$ cat config.mk
export PLATFORM = sky130hd
export DESIGN_NAME = axi_rw_master
export DESIGN_NICKNAME = d
export VERILOG_FILES = /design/src/rtl/axi_rw_master.sv
export SDC_FILE = /design/constraint.sdc
export NUM_CORES = 1
export LEC_CHECK = 0
export ABC_CLOCK_PERIOD_IN_PS = 3000
export BUFFER_PORTS_ARGS = -buffer_cell sky130_fd_sc_hd__buf_2
export CAP_MARGIN = 30
export CORE_AREA = 5 5 213 215
export CTS_CLUSTER_DIAMETER = 30
export CTS_CLUSTER_SIZE = 28
export DETAILED_ROUTE_END_ITERATION = 16
export DIE_AREA = 0 0 218 220
export PLACE_DENSITY_LB_ADDON = 0.12
export RECOVER_POWER = 50
export SYNTH_ARGS = -nofsm -noshare
export SYNTH_HDL_FRONTEND = slang
export SYNTH_SLANG_ARGS = --single-unit
$ cat constraint.sdc
create_clock -name clk -period 3 [get_ports clk]
set_clock_uncertainty 0.2 [all_clocks]
set_input_delay 0.6 -clock clk [delete_from_list [all_inputs] [get_ports clk]]
set_output_delay 0.6 -clock clk [all_outputs]
set_load 0.01 [all_outputs]
$ cat src/rtl/axi_rw_master.sv
// Single-outstanding AXI4 initiator: one CPU load/store becomes one single-beat read or write.
// Optional watchdog enabled by defining AXI_MASTER_TIMEOUT_EN.
module axi_rw_master #(
    parameter int unsigned AXI_DATA_WIDTH = 64,
    parameter int unsigned AXI_ADDR_WIDTH = 64,
    parameter int unsigned AXI_ID_WIDTH   = 4,
    parameter int unsigned AXI_STRB_WIDTH = 8,
    parameter int unsigned AXI_USER_WIDTH = 1,
    parameter int unsigned TIMEOUT_CYCLES = 1024
) (
    input  logic                      clk,
    input  logic                      rst_n,
    input  logic                      rw_valid_i,
    output logic                      rw_ready_o,
    input  logic                      rw_req_i,
    input  logic [AXI_ADDR_WIDTH-1:0] rw_addr_i,
    input  logic [1:0]                rw_size_i,
    input  logic [AXI_DATA_WIDTH-1:0] rw_w_data_i,
    output logic                      rw_done_o,
    output logic [AXI_DATA_WIDTH-1:0] rw_r_data_o,
    output logic [1:0]                rw_resp_o,
    output logic                      rw_timeout_o,
    input  logic                      axi_aw_ready_i,
    output logic                      axi_aw_valid_o,
    output logic [AXI_ADDR_WIDTH-1:0] axi_aw_addr_o,
    output logic [2:0]                axi_aw_prot_o,
    output logic [AXI_ID_WIDTH-1:0]   axi_aw_id_o,
    output logic [AXI_USER_WIDTH-1:0] axi_aw_user_o,
    output logic [7:0]                axi_aw_len_o,
    output logic [2:0]                axi_aw_size_o,
    output logic [1:0]                axi_aw_burst_o,
    output logic                      axi_aw_lock_o,
    output logic [3:0]                axi_aw_cache_o,
    output logic [3:0]                axi_aw_qos_o,
    output logic [3:0]                axi_aw_region_o,
    input  logic                      axi_w_ready_i,
    output logic                      axi_w_valid_o,
    output logic [AXI_DATA_WIDTH-1:0] axi_w_data_o,
    output logic [AXI_STRB_WIDTH-1:0] axi_w_strb_o,
    output logic                      axi_w_last_o,
    output logic [AXI_USER_WIDTH-1:0] axi_w_user_o,
    output logic                      axi_b_ready_o,
    input  logic                      axi_b_valid_i,
    input  logic [1:0]                axi_b_resp_i,
    input  logic [AXI_ID_WIDTH-1:0]   axi_b_id_i,
    input  logic [AXI_USER_WIDTH-1:0] axi_b_user_i,
    input  logic                      axi_ar_ready_i,
    output logic                      axi_ar_valid_o,
    output logic [AXI_ADDR_WIDTH-1:0] axi_ar_addr_o,
    output logic [2:0]                axi_ar_prot_o,
    output logic [AXI_ID_WIDTH-1:0]   axi_ar_id_o,
    output logic [AXI_USER_WIDTH-1:0] axi_ar_user_o,
    output logic [7:0]                axi_ar_len_o,
    output logic [2:0]                axi_ar_size_o,
    output logic [1:0]                axi_ar_burst_o,
    output logic                      axi_ar_lock_o,
    output logic [3:0]                axi_ar_cache_o,
    output logic [3:0]                axi_ar_qos_o,
    output logic [3:0]                axi_ar_region_o,
    output logic                      axi_r_ready_o,
    input  logic                      axi_r_valid_i,
    input  logic [1:0]                axi_r_resp_i,
    input  logic [AXI_DATA_WIDTH-1:0] axi_r_data_i,
    input  logic                      axi_r_last_i,
    input  logic [AXI_ID_WIDTH-1:0]   axi_r_id_i,
    input  logic [AXI_USER_WIDTH-1:0] axi_r_user_i
);

    typedef enum logic [2:0] {IDLE, RD_AR, RD_R, WR_AW_W, WR_B, DONE} state_e;

    state_e                    state_q, state_d;
    logic                      req_q, req_d;
    logic [AXI_ADDR_WIDTH-1:0] addr_q, addr_d;
    logic [1:0]                size_q, size_d;
    logic [AXI_DATA_WIDTH-1:0] data_q, data_d;
    logic                      aw_done_q, aw_done_d;
    logic                      w_done_q, w_done_d;
    logic [AXI_DATA_WIDTH-1:0] rdata_q, rdata_d;
    logic [1:0]                resp_q, resp_d;
    logic                      done_q, done_d;
    logic                      misaligned;
    logic [AXI_DATA_WIDTH-1:0] r_shifted;
    logic [AXI_DATA_WIDTH-1:0] load_data;
    logic [7:0]                strb_base;

    logic unused_inputs;
    assign unused_inputs = ^{axi_r_id_i, axi_r_user_i, axi_b_id_i, axi_b_user_i};

    always_comb begin
        case (rw_size_i)
            2'd0:    misaligned = 1'b0;
            2'd1:    misaligned = rw_addr_i[0];
            2'd2:    misaligned = |rw_addr_i[1:0];
            default: misaligned = |rw_addr_i[2:0];
        endcase
    end

    always_comb begin
        r_shifted = axi_r_data_i >> {addr_q[2:0], 3'b000};
        case (size_q)
            2'd0:    load_data = {56'd0, r_shifted[7:0]};
            2'd1:    load_data = {48'd0, r_shifted[15:0]};
            2'd2:    load_data = {32'd0, r_shifted[31:0]};
            default: load_data = r_shifted;
        endcase
        case (size_q)
            2'd0:    strb_base = 8'h01;
            2'd1:    strb_base = 8'h03;
            2'd2:    strb_base = 8'h0F;
            default: strb_base = 8'hFF;
        endcase
    end

    // State register
    always_ff @(posedge clk or negedge rst_n) begin
        if (!rst_n) state_q <= IDLE;
        else        state_q <= state_d;
    end

    // Next-state logic
    always_comb begin
        state_d = state_q;
        case (state_q)
            IDLE: if (rw_valid_i) begin
                if (misaligned)    state_d = DONE;
                else if (rw_req_i) state_d = WR_AW_W;
                else               state_d = RD_AR;
            end
            RD_AR:   if (axi_ar_ready_i) state_d = RD_R;
            RD_R:    if (axi_r_valid_i && axi_r_last_i) state_d = DONE;
            // AW and W complete independently; either may handshake first
            WR_AW_W: if ((aw_done_q || axi_aw_ready_i) && (w_done_q || axi_w_ready_i)) state_d = WR_B;
            WR_B:    if (axi_b_valid_i) state_d = DONE;
            DONE:    state_d = IDLE;
            default: state_d = IDLE;
        endcase
    end

    // Handshake outputs decoded from registered state only
    always_comb begin
        rw_ready_o     = (state_q == IDLE);
        axi_ar_valid_o = (state_q == RD_AR);
        axi_r_ready_o  = (state_q == RD_R);
        axi_aw_valid_o = (state_q == WR_AW_W) && !aw_done_q;
        axi_w_valid_o  = (state_q == WR_AW_W) && !w_done_q;
        axi_b_ready_o  = (state_q == WR_B);
    end

    always_comb begin
        req_d     = req_q;
        addr_d    = addr_q;
        size_d    = size_q;
        data_d    = data_q;
        aw_done_d = aw_done_q;
        w_done_d  = w_done_q;
        rdata_d   = rdata_q;
        resp_d    = resp_q;
        done_d    = (state_q == DONE);
        case (state_q)
            IDLE: if (rw_valid_i) begin
                req_d     = rw_req_i;
                addr_d    = rw_addr_i;
                size_d    = rw_size_i;
                data_d    = rw_w_data_i;
                aw_done_d = 1'b0;
                w_done_d  = 1'b0;
                if (misaligned) begin
                    rdata_d = '0;
                    resp_d  = 2'b10;
                end
            end
            RD_R: if (axi_r_valid_i && axi_r_last_i) begin
                rdata_d = load_data;
                resp_d  = axi_r_resp_i;
            end
            WR_AW_W: begin
                aw_done_d = aw_done_q | axi_aw_ready_i;
                w_done_d  = w_done_q | axi_w_ready_i;
            end
            WR_B: if (axi_b_valid_i) begin
                rdata_d = '0;
                resp_d  = axi_b_resp_i;
            end
            default: ;
        endcase
    end

    always_ff @(posedge clk or negedge rst_n) begin
        if (!rst_n) begin
            req_q     <= 1'b0;
            addr_q    <= '0;
            size_q    <= '0;
            data_q    <= '0;
            aw_done_q <= 1'b0;
            w_done_q  <= 1'b0;
            rdata_q   <= '0;
            resp_q    <= '0;
            done_q    <= 1'b0;
        end else begin
            req_q     <= req_d;
            addr_q    <= addr_d;
            size_q    <= size_d;
            data_q    <= data_d;
            aw_done_q <= aw_done_d;
            w_done_q  <= w_done_d;
            rdata_q   <= rdata_d;
            resp_q    <= resp_d;
            done_q    <= done_d;
        end
    end

    logic unused_req;
    assign unused_req = req_q;

    assign rw_done_o   = done_q;
    assign rw_r_data_o = rdata_q;
    assign rw_resp_o   = resp_q;

    assign axi_aw_addr_o   = addr_q;
    assign axi_aw_prot_o   = 3'b000;
    assign axi_aw_id_o     = '0;
    assign axi_aw_user_o   = '0;
    assign axi_aw_len_o    = '0;
    assign axi_aw_size_o   = {1'b0, size_q};
    assign axi_aw_burst_o  = 2'b01;
    assign axi_aw_lock_o   = 1'b0;
    assign axi_aw_cache_o  = 4'b0010;
    assign axi_aw_qos_o    = '0;
    assign axi_aw_region_o = '0;
    assign axi_w_data_o    = data_q << {addr_q[2:0], 3'b000};
    assign axi_w_strb_o    = strb_base << addr_q[2:0];
    assign axi_w_last_o    = 1'b1;
    assign axi_w_user_o    = '0;
    assign axi_ar_addr_o   = addr_q;
    assign axi_ar_prot_o   = 3'b000;
    assign axi_ar_id_o     = '0;
    assign axi_ar_user_o   = '0;
    assign axi_ar_len_o    = '0;
    assign axi_ar_size_o   = {1'b0, size_q};
    assign axi_ar_burst_o  = 2'b01;
    assign axi_ar_lock_o   = 1'b0;
    assign axi_ar_cache_o  = 4'b0010;
    assign axi_ar_qos_o    = '0;
    assign axi_ar_region_o = '0;

`ifdef AXI_MASTER_TIMEOUT_EN
    logic [15:0] cnt_q, cnt_d;
    logic        timeout_q, timeout_d;

    always_comb begin
        cnt_d = cnt_q;
        if (state_d != state_q)
            cnt_d = '0;
        else if ((state_q inside {RD_AR, RD_R, WR_AW_W, WR_B}) && (cnt_q != '1))
            cnt_d = cnt_q + 16'd1;
        timeout_d = timeout_q | (cnt_d >= 16'(TIMEOUT_CYCLES));
    end

    always_ff @(posedge clk or negedge rst_n) begin
        if (!rst_n) begin
            cnt_q     <= '0;
            timeout_q <= 1'b0;
        end else begin
            cnt_q     <= cnt_d;
            timeout_q <= timeout_d;
        end
    end

    assign rw_timeout_o = timeout_q;
`else
    localparam int unsigned UNUSED_TIMEOUT = TIMEOUT_CYCLES;
    assign rw_timeout_o = 1'b0;
`endif

endmodule

# After elaboration in Yosys (flattened, before gate mapping)

Cells that the tools add are included.

Eq/ne operators: 15
Bitwise operators: 2
Muxes and demuxes: 24
Reduce and logical (&&, ||, !) cells: 19
Shift operators: 3

Operators with widths:

| kind                                                                     | number |
|---|---|
| 64-bit case mux with 3 select lines                                      | 2 |
| 64-bit two-way mux                                                       | 4 |
| 64-bit by 6-bit left shift with 64-bit output                            | 1 |
| 64-bit by 6-bit right shift with 64-bit output                           | 1 |
| 8-bit case mux with 3 select lines                                       | 1 |
| 3-bit two-way mux                                                        | 6 |
| 3-bit case mux with 5 select lines                                       | 1 |
| 2-bit two-way mux                                                        | 5 |
| 5-bit AND reduction                                                      | 2 |
| 8-bit by 3-bit left shift with 8-bit output                              | 1 |
| 3-bit by 2-bit equality test with 1-bit output (second input constant)   | 2 |
| 3-bit equality test (second input constant)                              | 2 |
| 2-bit by 1-bit inequality test with 1-bit output (second input constant) | 3 |
| 2-bit inequality test (second input constant)                            | 3 |
| 2-bit case mux with 3 select lines                                       | 1 |
| 2-bit by 1-bit equality test with 1-bit output (second input constant)   | 2 |
| 2-bit equality test (second input constant)                              | 2 |
| 1-bit logical AND                                                        | 4 |
| 2-bit logical NOT                                                        | 2 |
| 1-bit case mux with 2 select lines                                       | 2 |
| 2-bit AND reduction                                                      | 2 |
| 3-bit by 1-bit equality test with 1-bit output (second input constant)   | 1 |
| 3-bit logical NOT                                                        | 1 |
| 1-bit case mux with 3 select lines                                       | 1 |
| other kinds (8)                                                          | 11 |

Output and inout port bits: 344
Register bits after elaboration: 202

# Logic depth before layout (Yosys ltp)

Gate-level depths: netlist of the first run.

Depth in word-level cells: 5
Depth in mapped cells: 8

# Least setup slack after synthesis of the first run

No wires, ideal clock.

Path kind: reg-to-output
From: reg addr_q[1] (netlist: axi_ar_addr_o[1])
To: out axi_w_data_o[54]
Required time: 2.200 ns
Buffers on the path: 3
Slack: 0.279 ns
Data arrival time: 1.921 ns
Stages on the path, launching flop included: 6
Cells stage by stage: dfrtp_1 clkbuf_1 buf_2 buf_1 mux4_2 mux2_2

Cells in the longest elaborated chain, start to end: 1

RTL lines:

| item                                          | RTL line | RTL |
|---|---|---|
| start, declared                               | 73       | `logic [AXI_ADDR_WIDTH-1:0] addr_q, addr_d;` |
| start signal, assigned                        | 201      | `addr_q <= addr_d;` |
| 64-bit by 6-bit left shift with 64-bit output | 230      | `assign axi_w_data_o = data_q << {addr_q[2:0], 3'b000};` |
| end, declared                                 | 38       | `output logic [AXI_DATA_WIDTH-1:0] axi_w_data_o,` |

Every way passes these cells.

# Final worst setup path of the first run

From: reg addr_q[0] (netlist: axi_ar_addr_o[0])
To: out axi_w_data_o[56]

The elaborated chain is that of the path after synthesis.

==> reports/qor.txt, run 1 <==
class of the tightest hold or removal check: input port to register
dominant cell type by area after synthesis: sky130_fd_sc_hd__dfrtp_1
Buf/Inv on CP: 4
io pins: 562
post-detailed-placement cell area: 14500 um^2
final-stage net count: 1768
setup violation total in the final timing report: 9
number of antenna violations at the first check in global routing: 9
floorplan die height: 220 um
vias in the first global route: 10900
Final Worst Setup Slack: -0.0619 ns
post-synthesis register bit count: 202
crit path cell chain: buf_12 > buf_12 > buf_6 > mux2i_2 > a21oi_1 > mux2_4 > buf_6
Detailed Route Iter0 Violations: 497
Netlist cell types: 44
CP Max Fanout: 6
layout cells sized above 1: 0.499
initial core utilization: 0.275
cell at the root of the clock tree: sky130_fd_sc_hd__clkbuf_16
count of flip-flops with a built-in enable after synthesis: 0
final-report max-slew violation count: 0
type of element capturing the critical path: output port
Top Family by Delay on Critical Path: buffers and inverters
per-instance average area after synthesis: 11.1 um^2
met3 track utilization from global routing: 0.0658
sum of routed wire length over all layers: 48600 um
synth cell count leaders: sky130_fd_sc_hd__dfrtp_1 (202), sky130_fd_sc_hd__mux2_2 (188), sky130_fd_sc_hd__buf_4 (142)
final worst-path cycle share: 1.02
Yosys top cell area share: 0.422
wire length per cell: 22.2 um
insertion delay to the later sink of the worst-skew pair: 0.57 ns
count of max-cap constraint violations: 0
violated checks: negative setup slack
post-detailed-route DRC marker count: 0
Clock transition at path regs: 0.04 ns
Setup TNS Final: -0.355 ns
TritonCTS clock tree: yes
cell count of the worst reg-to-reg path: 5
Post-Synthesis Cells: 1083
Total Die Area: 48000 um^2
post-route minimum period: 3.06 ns
worst-case setup slack after placement: 0.324 ns
TritonCTS sink count: 202
total routing resource utilization after global routing: 0.193
HPWL after detailed placement: 36000 um
number of vias per cell: 4.68
cell area after layout: 17200 um^2
layout overhead on the synthesized area: 43.6%
data arrival time of the critical path: 2.26 ns
placer congestion estimate: 0.893
number of endpoints with negative hold slack in the final report: 0
power density over the cells: 1380 nW/um^2
predominant post-synthesis flop cell: sky130_fd_sc_hd__dfrtp_1
number of buffers added by the clock tree synthesis step: 60
Ys Warns: 0
top achievable clock speed: 327 MHz
maximum number of pins on one net before global-route repair: 73
actual slew at the worst max-slew pin: 1.10 ns
IO Port Bufs: 484
detailed-route via count: 10300
row cnt: 77
CTS H-Tree Depth: 2
slowest stage cell on the critical path: sky130_fd_sc_hd__dfrtp_4
instance count on the critical path: 7
category of the most critical setup path: register to output port
RSZ-0062 raised after global routing: yes
die width: 218 um
met2 demand-to-capacity share in global routing: 0.330
final core utilization: 0.395
layer carrying the most global-route usage: met2
residual antenna-violating net count after detailed routing: 0
most numerous cell in the Yosys netlist: sky130_fd_sc_hd__dfrtp_1
non-filler instance count after layout: 2194
area of the mapped netlist: 12000 um^2
peak per-stage delay on the critical path: 0.49 ns
worst hold path depth: 2
result of the run: complete, but fails checks
first-pass GRT wire length: 70200 um
number of detailed-routing iterations run before antenna repair: 5
peak supply drop: 0.000733 V
post-synthesis async set-or-reset flop share: 1.00
maximum root-to-sink buffer count: 3
post-synthesis sequential area ratio: 0.422
met1 routing resource usage after global routing: 0.227
CORE AREA: 43500 um^2
leakage power summed over all cells: 8.08 nW
relative slew slack: 0.264
Cell Count Post-Placement: 2052
required time at the worst-slack endpoint: 2.20 ns
Critical Path Source Type: register
global route overflow: 0
cell types with the largest area share after synthesis: sky130_fd_sc_hd__dfrtp_1 (42%), sky130_fd_sc_hd__mux2_2 (18%), sky130_fd_sc_hd__buf_4 (8.9%)
-- logic make-up (layout without fill, tap and decap cells) --
| kind of cell | after synthesis | count (layout) | synth area share |
|---|---|---|---|
| buf+inv | 223 | 674 | 0.118 |
| mux | 302 | 302 | 0.299 |
| other cells | 2 | 70 | 0.000627 |
| compound gates | 156 | 156 | 0.0875 |
| simple gates | 198 | 198 | 0.0731 |
| flops | 202 | 202 | 0.422 |
-- layer usage --
layer | share of wire | vias up | wire, um
met3 | 0.090 | 92 | 4380
met4 | 0.025 | 10 | 1220
met2 | 0.50 | 444 | 24200
met1 | 0.39 | 5090 | 18700
met5 | 0.0014 | - | 68
li1 | - | 4638 | -
-- through the flow --
stage | hold WS [ns] | power, mW
2_1_floorplan | 0.104 | 11.8
3_3_place_gp | 0.271 | 15.7
3_5_place_dp | 0.272 | 15.7
4_1_cts | 0.000281 | 23.8
5_1_grt | 0.0106 | 25.0
6_report | 0.0461 | 23.6
-- placed cells by master (no fill, tap or decap), types with 32 or more instances in the layout --
cell type / instances
sky130_fd_sc_hd__buf_2: 361
sky130_fd_sc_hd__buf_4: 32
sky130_fd_sc_hd__clkbuf_1: 126
sky130_fd_sc_hd__clkbuf_16: 61
sky130_fd_sc_hd__conb_1: 67
sky130_fd_sc_hd__dfrtp_1: 199
sky130_fd_sc_hd__mux2_2: 181
sky130_fd_sc_hd__mux2i_1: 78
sky130_fd_sc_hd__nand2_1: 44
sky130_fd_sc_hd__nor2_1: 89
-- area by class of cell --
| cell class | instances | area [um^2] |
|---|---|---|
| clock inverter | 33 | 606 |
| timing repair buffer | 550 | 3050 |
| tap | 592 | 741 |
| antenna | 3 | 7.51 |
| multi-input combinational | 723 | 6010 |
| fill | 4423 | 26400 |
| clock buffer | 78 | 1660 |
| sequential | 202 | 5070 |
| inverter | 13 | 48.8 |
-- where the power goes --
part           leakage, nW  total [mW]  switching, mW  internal (mW)
logic                 4.48        11.4           6.05           5.34
clock network         1.07        7.06           1.85           5.21
registers             2.52        5.20           1.30           3.91
-- timing repair --
item                       in CTS  in global routing
pin swaps                       7                  6
hold buffers                    6                  0
setup endpoints to repair      50                 55
gates cloned                    3                  3
setup buffers                  14                  4
gates resized for setup        53                 42
hold endpoints to repair       72                  0
-- registers in the layout (all words and copies together), names as in the netlist, 2 cells and up --
signal and cells:
axi_ar_addr_o 64, data_q 64, rw_r_data_o 64, rw_resp_o 2, size_q 2, state_q 3
-- path summary, 6_finish.rpt --
path | from | to | slack [ns]
worst max-delay path | axi_ar_addr_o[0]$_DFFE_PN0P_ | axi_w_data_o[56] | -0.06
worst min-delay path | rw_w_data_i[39] | data_q[39]$_DFFE_PN0P_ | 0.05
worst max register to register | state_q[1]$_DFFE_PN0P_ | axi_ar_addr_o[26]$_DFFE_PN0P_ | 0.18
worst min register to register | rw_r_data_o[54]$_DFFE_PN0P_ | rw_r_data_o[54]$_DFFE_PN0P_ | 0.29
max in group asynchronous | rst_n | data_q[0]$_DFFE_PN0P_ | 0.55
min in group asynchronous | rst_n | rw_r_data_o[2]$_DFFE_PN0P_ | 0.62
(Power assumes the default switching activity.)
==> run 2, diff against run 1 <==
--- a/config.mk
+++ b/config.mk
@@ -5,10 +5,10 @@
 export SDC_FILE = /design/constraint.sdc
 export NUM_CORES = 1
 export LEC_CHECK = 0
-export ABC_CLOCK_PERIOD_IN_PS = 3000
+export ABC_CLOCK_PERIOD_IN_PS = 3400
 export BUFFER_PORTS_ARGS = -buffer_cell sky130_fd_sc_hd__buf_2
 export CAP_MARGIN = 30
-export CORE_AREA = 5 5 213 215
+export CORE_AREA = 2 2 216 218
 export CTS_CLUSTER_DIAMETER = 30
 export CTS_CLUSTER_SIZE = 28
 export DETAILED_ROUTE_END_ITERATION = 16
==> constraint.sdc (replaced) <==
create_clock -name clk -period 3.4 [get_ports clk]
set_clock_uncertainty 0.2 [all_clocks]
set_input_delay 0.68 -clock clk [delete_from_list [all_inputs] [get_ports clk]]
set_output_delay 0.68 -clock clk [all_outputs]
set_load 0.01 [all_outputs]
==> run 2 against run 1 <==
Compared with the run above:
- count of clock-buffer cells in the layout grew 25
- critical path depth decreased by 1
- sequential share of layout area up 0.31 points
- cell count grew 0.46%
- flip-flop and latch count did not move
- the run ends with max-capacitance violations, max-slew violations left
- global-route usage down 0.36 points
- critical endpoint is now axi_w_data_o[58]
- combinational power down 20%
- register-to-register slack gained 0.15 ns
- utilization is 2.4 points lower
==> reports/qor.txt, run 2 (synthesis gave the netlist of run 1 again) <==
count of max-cap constraint violations: 2 (+2)
Total Die Area: 48000 um^2 (unchanged)
result of the run: complete, but fails checks
smallest hold slack: 0.111 ns (+0.0654 ns)
final worst-path cycle share: 0.957
RSZ-0062 raised after global routing: no
worst reg2reg endpoint: axi_ar_addr_o[63]$_DFFE_PN0P_
die width: 218 um (unchanged)
placer congestion estimate: 0.827 (-7.4%)
top achievable clock speed: 307 MHz
setup violation total in the final timing report: 0 (-9)
Buf/Inv on CP: 2 (-2)
leading cell types in the layout, fill and taps excluded: sky130_fd_sc_hd__buf_2 (352), sky130_fd_sc_hd__dfrtp_1 (199), sky130_fd_sc_hd__mux2_2 (188)
type of element capturing the critical path: output port
cell area after layout: 17000 um^2 (-1.0%)
cell count of the worst reg-to-reg path: 5 (unchanged)
leakage power summed over all cells: 8.03 nW (-0.57%)
IO Port Bufs: 484 (unchanged)
worst hold path depth: 2 (unchanged)
number of antenna violations at the first check in global routing: 10 (+1)
wire length per cell: 21.1 um (-4.7%)
post-detailed-placement cell area: 14500 um^2 (-0.40%)
overall power: 20.7 mW (-12%)
Detailed Route Iter0 Violations: 520 (+4.6%)
Setup TNS Final: 0 ns (+0.355 ns)
row cnt: 79 (+2.6%)
sum of routed wire length over all layers: 46500 um (-4.2%)
number of fill cells: 4726 (+6.9%)
residual antenna-violating net count after detailed routing: 0 (unchanged)
layout overhead on the synthesized area: 42.1%
final-report max-slew violation count: 124 (+124)
first-pass GRT wire length: 67100 um (-4.4%)
vias in the first global route: 10600 (-2.9%)
Critical Path Source Type: register
Top Family by Delay on Critical Path: multiplexers
relative slew slack: -0.151 (-0.414)
maximum root-to-sink buffer count: 3 (unchanged)
data arrival time of the critical path: 2.37 ns (+0.11 ns)
power density over the cells: 1220 nW/um^2 (-11%)
maximum number of pins on one net before global-route repair: 69 (-5.5%)
post-route minimum period: 3.25 ns
HPWL after detailed placement: 34600 um (-4.0%)
insertion delay to the later sink of the worst-skew pair: 0.58 ns (about the same)
Final Worst Setup Slack: 0.145 ns (+0.207 ns)
peak supply drop: 0.000692 V (-5.7%)
final core utilization: 0.371 (-0.0238)
post-detailed-route DRC marker count: 0 (unchanged)
peak per-stage delay on the critical path: 0.50 ns (about the same)
number of detailed-routing iterations run before antenna repair: 5 (unchanged)
crit path cell chain: buf_16 > mux2_2 > nor2_1 > a21oi_1 > mux2_2 > buf_2
layout cells sized above 1: 0.462 (-0.0370)
Cell Count Post-Placement: 2065 (+0.63%)
class of the tightest hold or removal check: input port to register
actual slew at the worst max-slew pin: 1.73 ns (+0.622 ns)
non-filler instance count after layout: 2204 (+0.46%)
number of vias per cell: 4.61 (-1.6%)
hold endpoint: axi_ar_addr_o[18]$_DFFE_PN0P_
CTS H-Tree Depth: 3 (+1)
io pins: 562 (unchanged)
leading cell type in the layout, fill and taps excluded: sky130_fd_sc_hd__buf_2
total routing resource utilization after global routing: 0.189 (-0.00358)
initial core utilization: 0.261 (-0.0139)
TritonCTS clock tree: yes
detailed-route via count: 10200 (-1.1%)
min-delay src: rw_addr_i[18]
slowest stage cell on the critical path: sky130_fd_sc_hd__dfrtp_4
floorplan die height: 220 um (unchanged)
cell at the root of the clock tree: sky130_fd_sc_hd__clkbuf_16
worst-case setup slack after placement: 0.559 ns (+0.235 ns)
final-stage net count: 1754 (-0.79%)
CORE AREA: 45900 um^2 (+5.3%)
most frequent cell on the critical path: sky130_fd_sc_hd__mux2_2
violated checks: max-capacitance violations, max-slew violations
global route overflow: 0 (unchanged)
required time at the worst-slack endpoint: 2.52 ns (+0.32 ns)
TritonCTS sink count: 202 (unchanged)
number of buffers added by the clock tree synthesis step: 72 (+20%)
reg-to-reg critical path startpoint: state_q[1]$_DFFE_PN0P_
category of the most critical setup path: register to output port
Clock transition at path regs: 0.04 ns (about the same)
CP Max Fanout: 41 (+35)
register-to-register setup slack: 0.33 ns (+0.15 ns)
number of endpoints with negative hold slack in the final report: 0 (unchanged)
[run 2: cell count changes in the layout (fill, tap and decap cells not counted), sizes merged]
| cell | before | now |
|---|---|---|
| dlygate4sd3 | 6 | 1 |
| diode | 3 | 2 |
| clkinvlp | 10 | 0 |
| bufinv | 16 | 12 |
| buf | 421 | 389 |
| clkbuf | 201 | 237 |
| clkinv | 7 | 18 |
[run 2: where the power goes]
part / internal (mW) / switching, mW / total [mW]
combinational: 4.09 / 4.99 / 9.08
sequential: 3.45 / 1.10 / 4.55
clock: 5.20 / 1.91 / 7.11
total: 12.7 / 8.00 / 20.7
[run 2: how the worst max path moves through the flow]
stage	from	to	slack (ns)	depth (start not counted)
after global routing	axi_ar_addr_o[0]$_DFFE_PN0P_	axi_w_data_o[60]	0.02	6
after CTS	axi_ar_addr_o[1]$_DFFE_PN0P_	axi_w_strb_o[6]	0.04	5
after detailed placement	axi_ar_addr_o[1]$_DFFE_PN0P_	axi_w_data_o[55]	0.56	4
after global placement	axi_ar_addr_o[0]$_DFFE_PN0P_	axi_w_data_o[60]	0.58	6
final	axi_ar_addr_o[0]$_DFFE_PN0P_	axi_w_data_o[58]	0.15	6
after floorplan	axi_ar_addr_o[1]$_DFFE_PN0P_	axi_w_data_o[54]	0.60	5
[run 2: metal layers]
metal | vias up | track usage | wire (um)
met4 | 10 | 0.0680 | 1240
met3 | 103 | 0.0799 | 4330
met2 | 411 | 0.317 | 22700
li1 | 4616 | - | -
met1 | 5018 | 0.215 | 18300
met5 | - | 0 | 56
[run 2: area by class of cell]
type	instances	area, um^2	share of cell area
multi-input cells	723	5780	0.340
diodes	2	5.00	0.000294
inverters	13	48.8	0.00287
clock inverters	30	549	0.0323
repair buffers	524	2700	0.159
flip-flops and latches	202	5070	0.298
clock buffers	103	2110	0.124
well taps	607	759	0.0446
[run 2: repair_timing]
item	CTS	global route
buffers inserted	2	1
setup endpoints to repair	17	6
hold buffers	1	0
gates resized for setup	3	1
endpoints found under the hold margin	56	0
==> run 3, diff against run 2 <==
--- a/config.mk
+++ b/config.mk
@@ -5,14 +5,15 @@
 export SDC_FILE = /design/constraint.sdc
 export NUM_CORES = 1
 export LEC_CHECK = 0
-export ABC_CLOCK_PERIOD_IN_PS = 3400
+export ABC_AREA = 1
+export ABC_CLOCK_PERIOD_IN_PS = 4000
 export BUFFER_PORTS_ARGS = -buffer_cell sky130_fd_sc_hd__buf_2
 export CAP_MARGIN = 30
-export CORE_AREA = 2 2 216 218
+export CORE_AREA = 2 2 217 219
 export CTS_CLUSTER_DIAMETER = 30
 export CTS_CLUSTER_SIZE = 28
 export DETAILED_ROUTE_END_ITERATION = 16
-export DIE_AREA = 0 0 218 220
+export DIE_AREA = 0 0 219 221
 export PLACE_DENSITY_LB_ADDON = 0.12
 export RECOVER_POWER = 50
 export SYNTH_ARGS = -nofsm -noshare
==> constraint.sdc (replaced) <==
create_clock -name clk -period 4 [get_ports clk]
set_clock_uncertainty 0.2 [all_clocks]
set_input_delay 0.8 -clock clk [delete_from_list [all_inputs] [get_ports clk]]
set_output_delay 0.8 -clock clk [all_outputs]
set_load 0.01 [all_outputs]
==> run 3 against run 2 <==
Compared with the run above:
- the flow still finishes with violations (max-capacitance violations, max-slew violations)
- setup slack better by 0.044 ns
- utilization is 0.55 points lower
- hold slack improved by 0.094 ns
- die area increased by 0.92%
- cell count up 31%
- sequential share of layout area up 0.29 points
- critical path type unchanged
==> reports/qor.txt, run 3 <==
Detailed Route Iter0 Violations: 810 (+56%)
class of the tightest hold or removal check: input port to register
sum of routed wire length over all layers: 54800 um (+18%)
cell area after layout: 16800 um^2 (-1.1%)
dominant cell type by area after synthesis: sky130_fd_sc_hd__dfrtp_1
number of antenna violations at the first check in global routing: 11 (+1)
number of vias per cell: 4.57 (-0.77%)
maximum number of pins on one net before global-route repair: 153 (+120%)
type of element capturing the critical path: output port
actual slew at the worst max-slew pin: 2.81 ns (+1.08 ns)
count of max-cap constraint violations: 2 (unchanged)
buffers inserted by post-CTS timing repair: 0 (-2)
post-detailed-route DRC marker count: 0 (unchanged)
synth cell count leaders: sky130_fd_sc_hd__nand2_1 (890), sky130_fd_sc_hd__nand3_1 (205), sky130_fd_sc_hd__dfrtp_1 (202)
leading cell type in the layout, fill and taps excluded: sky130_fd_sc_hd__nand2_1
vias in the first global route: 13000 (+23%)
io pins: 562 (unchanged)
violated checks: max-capacitance violations, max-slew violations
per-instance average area after synthesis: 6.78 um^2 (-39%)
Reg area: 5060 um^2 (about the same)
final-stage net count: 2444 (+39%)
Setup TNS Final: 0 ns (unchanged)
RSZ-0062 raised after global routing: yes
wire length per cell: 18.9 um (-10%)
post-detailed-placement cell area: 14500 um^2 (+0.30%)
number of buffers added by the clock tree synthesis step: 70 (-2.8%)
die width: 219 um (+0.46%)
CP Max Fanout: 42 (+2.4%)
slowest stage cell on the critical path: sky130_fd_sc_hd__dfrtp_4
layout overhead on the synthesized area: 35.8%
global route overflow: 0 (unchanged)
number of endpoints with negative hold slack in the final report: 0 (unchanged)
Clock transition at path regs: 0.05 ns (about the same)
post-synthesis async set-or-reset flop share: 1.00 (unchanged)
TritonCTS clock tree: yes
insertion delay to the later sink of the worst-skew pair: 0.58 ns (about the same)
detailed-route via count: 13200 (+30%)
Critical Path Source Type: register
post-synthesis sequential area ratio: 0.408 (-0.0142)
row cnt: 79 (unchanged)
top achievable clock speed: 262 MHz
floorplan die height: 221 um (+0.45%)
final worst-path cycle share: 0.953
Yosys top cell area share: 0.408 (-0.0142)
area of the mapped netlist: 12400 um^2 (+3.5%)
leading cell types in the layout, fill and taps excluded: sky130_fd_sc_hd__nand2_1 (892), sky130_fd_sc_hd__buf_2 (359), sky130_fd_sc_hd__nand3_1 (206)
Total Die Area: 48400 um^2 (+0.92%)
predominant post-synthesis flop cell: sky130_fd_sc_hd__dfrtp_1
number of fill cells: 5107 (+8.1%)
initial core utilization: 0.269 (+0.00792)
HPWL after detailed placement: 39900 um (+15%)
result of the run: complete, but fails checks
post-synthesis register bit count: 202 (unchanged)
CTS H-Tree Depth: 3 (unchanged)
TritonCTS sink count: 202 (unchanged)
CORE AREA: 46100 um^2 (+0.43%)
Netlist cell types: 27 (-39%)
multi-input combinational cell area: 5840 um^2 (+1.1%)
maximum root-to-sink buffer count: 3 (unchanged)
cell types with the largest area share after synthesis: sky130_fd_sc_hd__dfrtp_1 (41%), sky130_fd_sc_hd__nand2_1 (27%), sky130_fd_sc_hd__buf_4 (8.8%)
overall power: 16.9 mW (-18%)
first-pass GRT wire length: 80600 um (+20%)
setup violation total in the final timing report: 0 (unchanged)
placer congestion estimate: 0.860 (+3.9%)
cell at the root of the clock tree: sky130_fd_sc_hd__clkbuf_16
residual antenna-violating net count after detailed routing: 0 (unchanged)
peak supply drop: 0.000446 V (-35%)
layout cells sized above 1: 0.234 (-0.228)
category of the most critical setup path: register to output port
non-filler instance count after layout: 2897 (+31%)
most numerous cell in the Yosys netlist: sky130_fd_sc_hd__nand2_1
power density over the cells: 1010 nW/um^2 (-17%)
leakage power summed over all cells: 9.25 nW (+15%)
required time at the worst-slack endpoint: 3.00 ns (+0.48 ns)
Post-Synthesis Cells: 1827 (+69%)
Cell Count Post-Placement: 2761 (+34%)
smallest hold slack: 0.206 ns (+0.0941 ns)
crit path cell chain: inv_2 > buf_4 > o21ai_0 > nand2_1 > o21ai_0 > o21ai_0 > buf_2
number of detailed-routing iterations run before antenna repair: 5 (unchanged)
peak per-stage delay on the critical path: 0.67 ns (+0.17 ns)
total routing resource utilization after global routing: 0.222 (+0.0327)
most frequent cell on the critical path: sky130_fd_sc_hd__o21ai_0
final-report max-slew violation count: 253 (+100%)
Ys Warns: 0 (unchanged)
post-route minimum period: 3.81 ns
IO Port Bufs: 484 (unchanged)
data arrival time of the critical path: 2.81 ns (+0.44 ns)
count of flip-flops with a built-in enable after synthesis: 0 (unchanged)
relative slew slack: -0.873 (-0.722)
==> run 3: report_power, final <==
part | internal, mW | switching (mW) | total, mW
registers | 2.83 | 0.742 | 3.57
logic | 2.38 | 5.23 | 7.61
clock network | 4.11 | 1.64 | 5.75
total | 9.33 | 7.61 | 16.9
==> run 3: final timing paths <==
| check | start | endpoint | slack, ns | cells past startpoint |
|---|---|---|---|---|
| worst max register to register | state_q[0]$_DFFE_PN0P_ | axi_ar_addr_o[38]$_DFFE_PN0P_ | 0.66 | 8 |
| worst max-delay path | axi_ar_addr_o[0]$_DFFE_PN0P_ | axi_w_data_o[55] | 0.19 | 7 |
| max in group asynchronous | rst_n | rw_r_data_o[1]$_DFFE_PN0P_ | 0.64 | 2 |
| worst min register to register | rw_r_data_o[47]$_DFFE_PN0P_ | rw_r_data_o[47]$_DFFE_PN0P_ | 0.27 | 2 |
| worst min-delay path | rw_addr_i[60] | axi_ar_addr_o[60]$_DFFE_PN0P_ | 0.21 | 3 |
| min in group asynchronous | rst_n | rw_r_data_o[35]$_DFFE_PN0P_ | 0.90 | 1 |
==> run 3: timing repair <==
item                       CTS  global route
resized for setup            0             1
hold buffers                 0             0
setup endpoints to repair    0             1
==> run 3: area by class of cell <==
class | count | share of cell area
Antenna cell | 9 | 0.00134
Clock buffer | 92 | 0.117
Clock inverter | 35 | 0.0319
Inverter | 45 | 0.0103
Multi-Input combinational cell | 1401 | 0.347
Sequential cell | 202 | 0.301
Tap cell | 607 | 0.0451
Timing Repair Buffer | 506 | 0.146
==> run 3: per-layer routing <==
| metal | GRT usage | up-vias | share of wire |
|---|---|---|---|
| li1 | - | 6396 | - |
| met3 | 0.0675 | 86 | 0.078 |
| met4 | 0.0745 | 2 | 0.025 |
| met2 | 0.391 | 504 | 0.51 |
| met1 | 0.253 | 6261 | 0.38 |
| met5 | 0 | - | 0.00024 |
==> run 3: worst max-delay path, delay by kind of cell, from the launching register on <==
family	cells	cell delay, ns
compound gates	3	0.49
buf+inv	3	0.95
flops	1	0.67
simple gates	1	0.09
==> run 3: per-stage QoR <==
stage               setup WS [ns]  utilization
floorplan                    1.36            -
global placement            0.793        0.315
detailed placement          0.734        0.315
CTS                        0.0818        0.370
global route              -0.0135        0.365
finish                      0.189        0.365
==> run 3: cells by family after synthesis <==
| family | after synthesis | share of synthesized area |
|---|---|---|
| buffers and inverters | 289 | 0.139 |
| AO/OA/AOI/OAI | 128 | 0.0532 |
| other | 2 | 0.000606 |
| AND/OR/NAND/NOR | 1199 | 0.393 |
| multiplexers | 7 | 0.00566 |
| flip-flops | 202 | 0.408 |
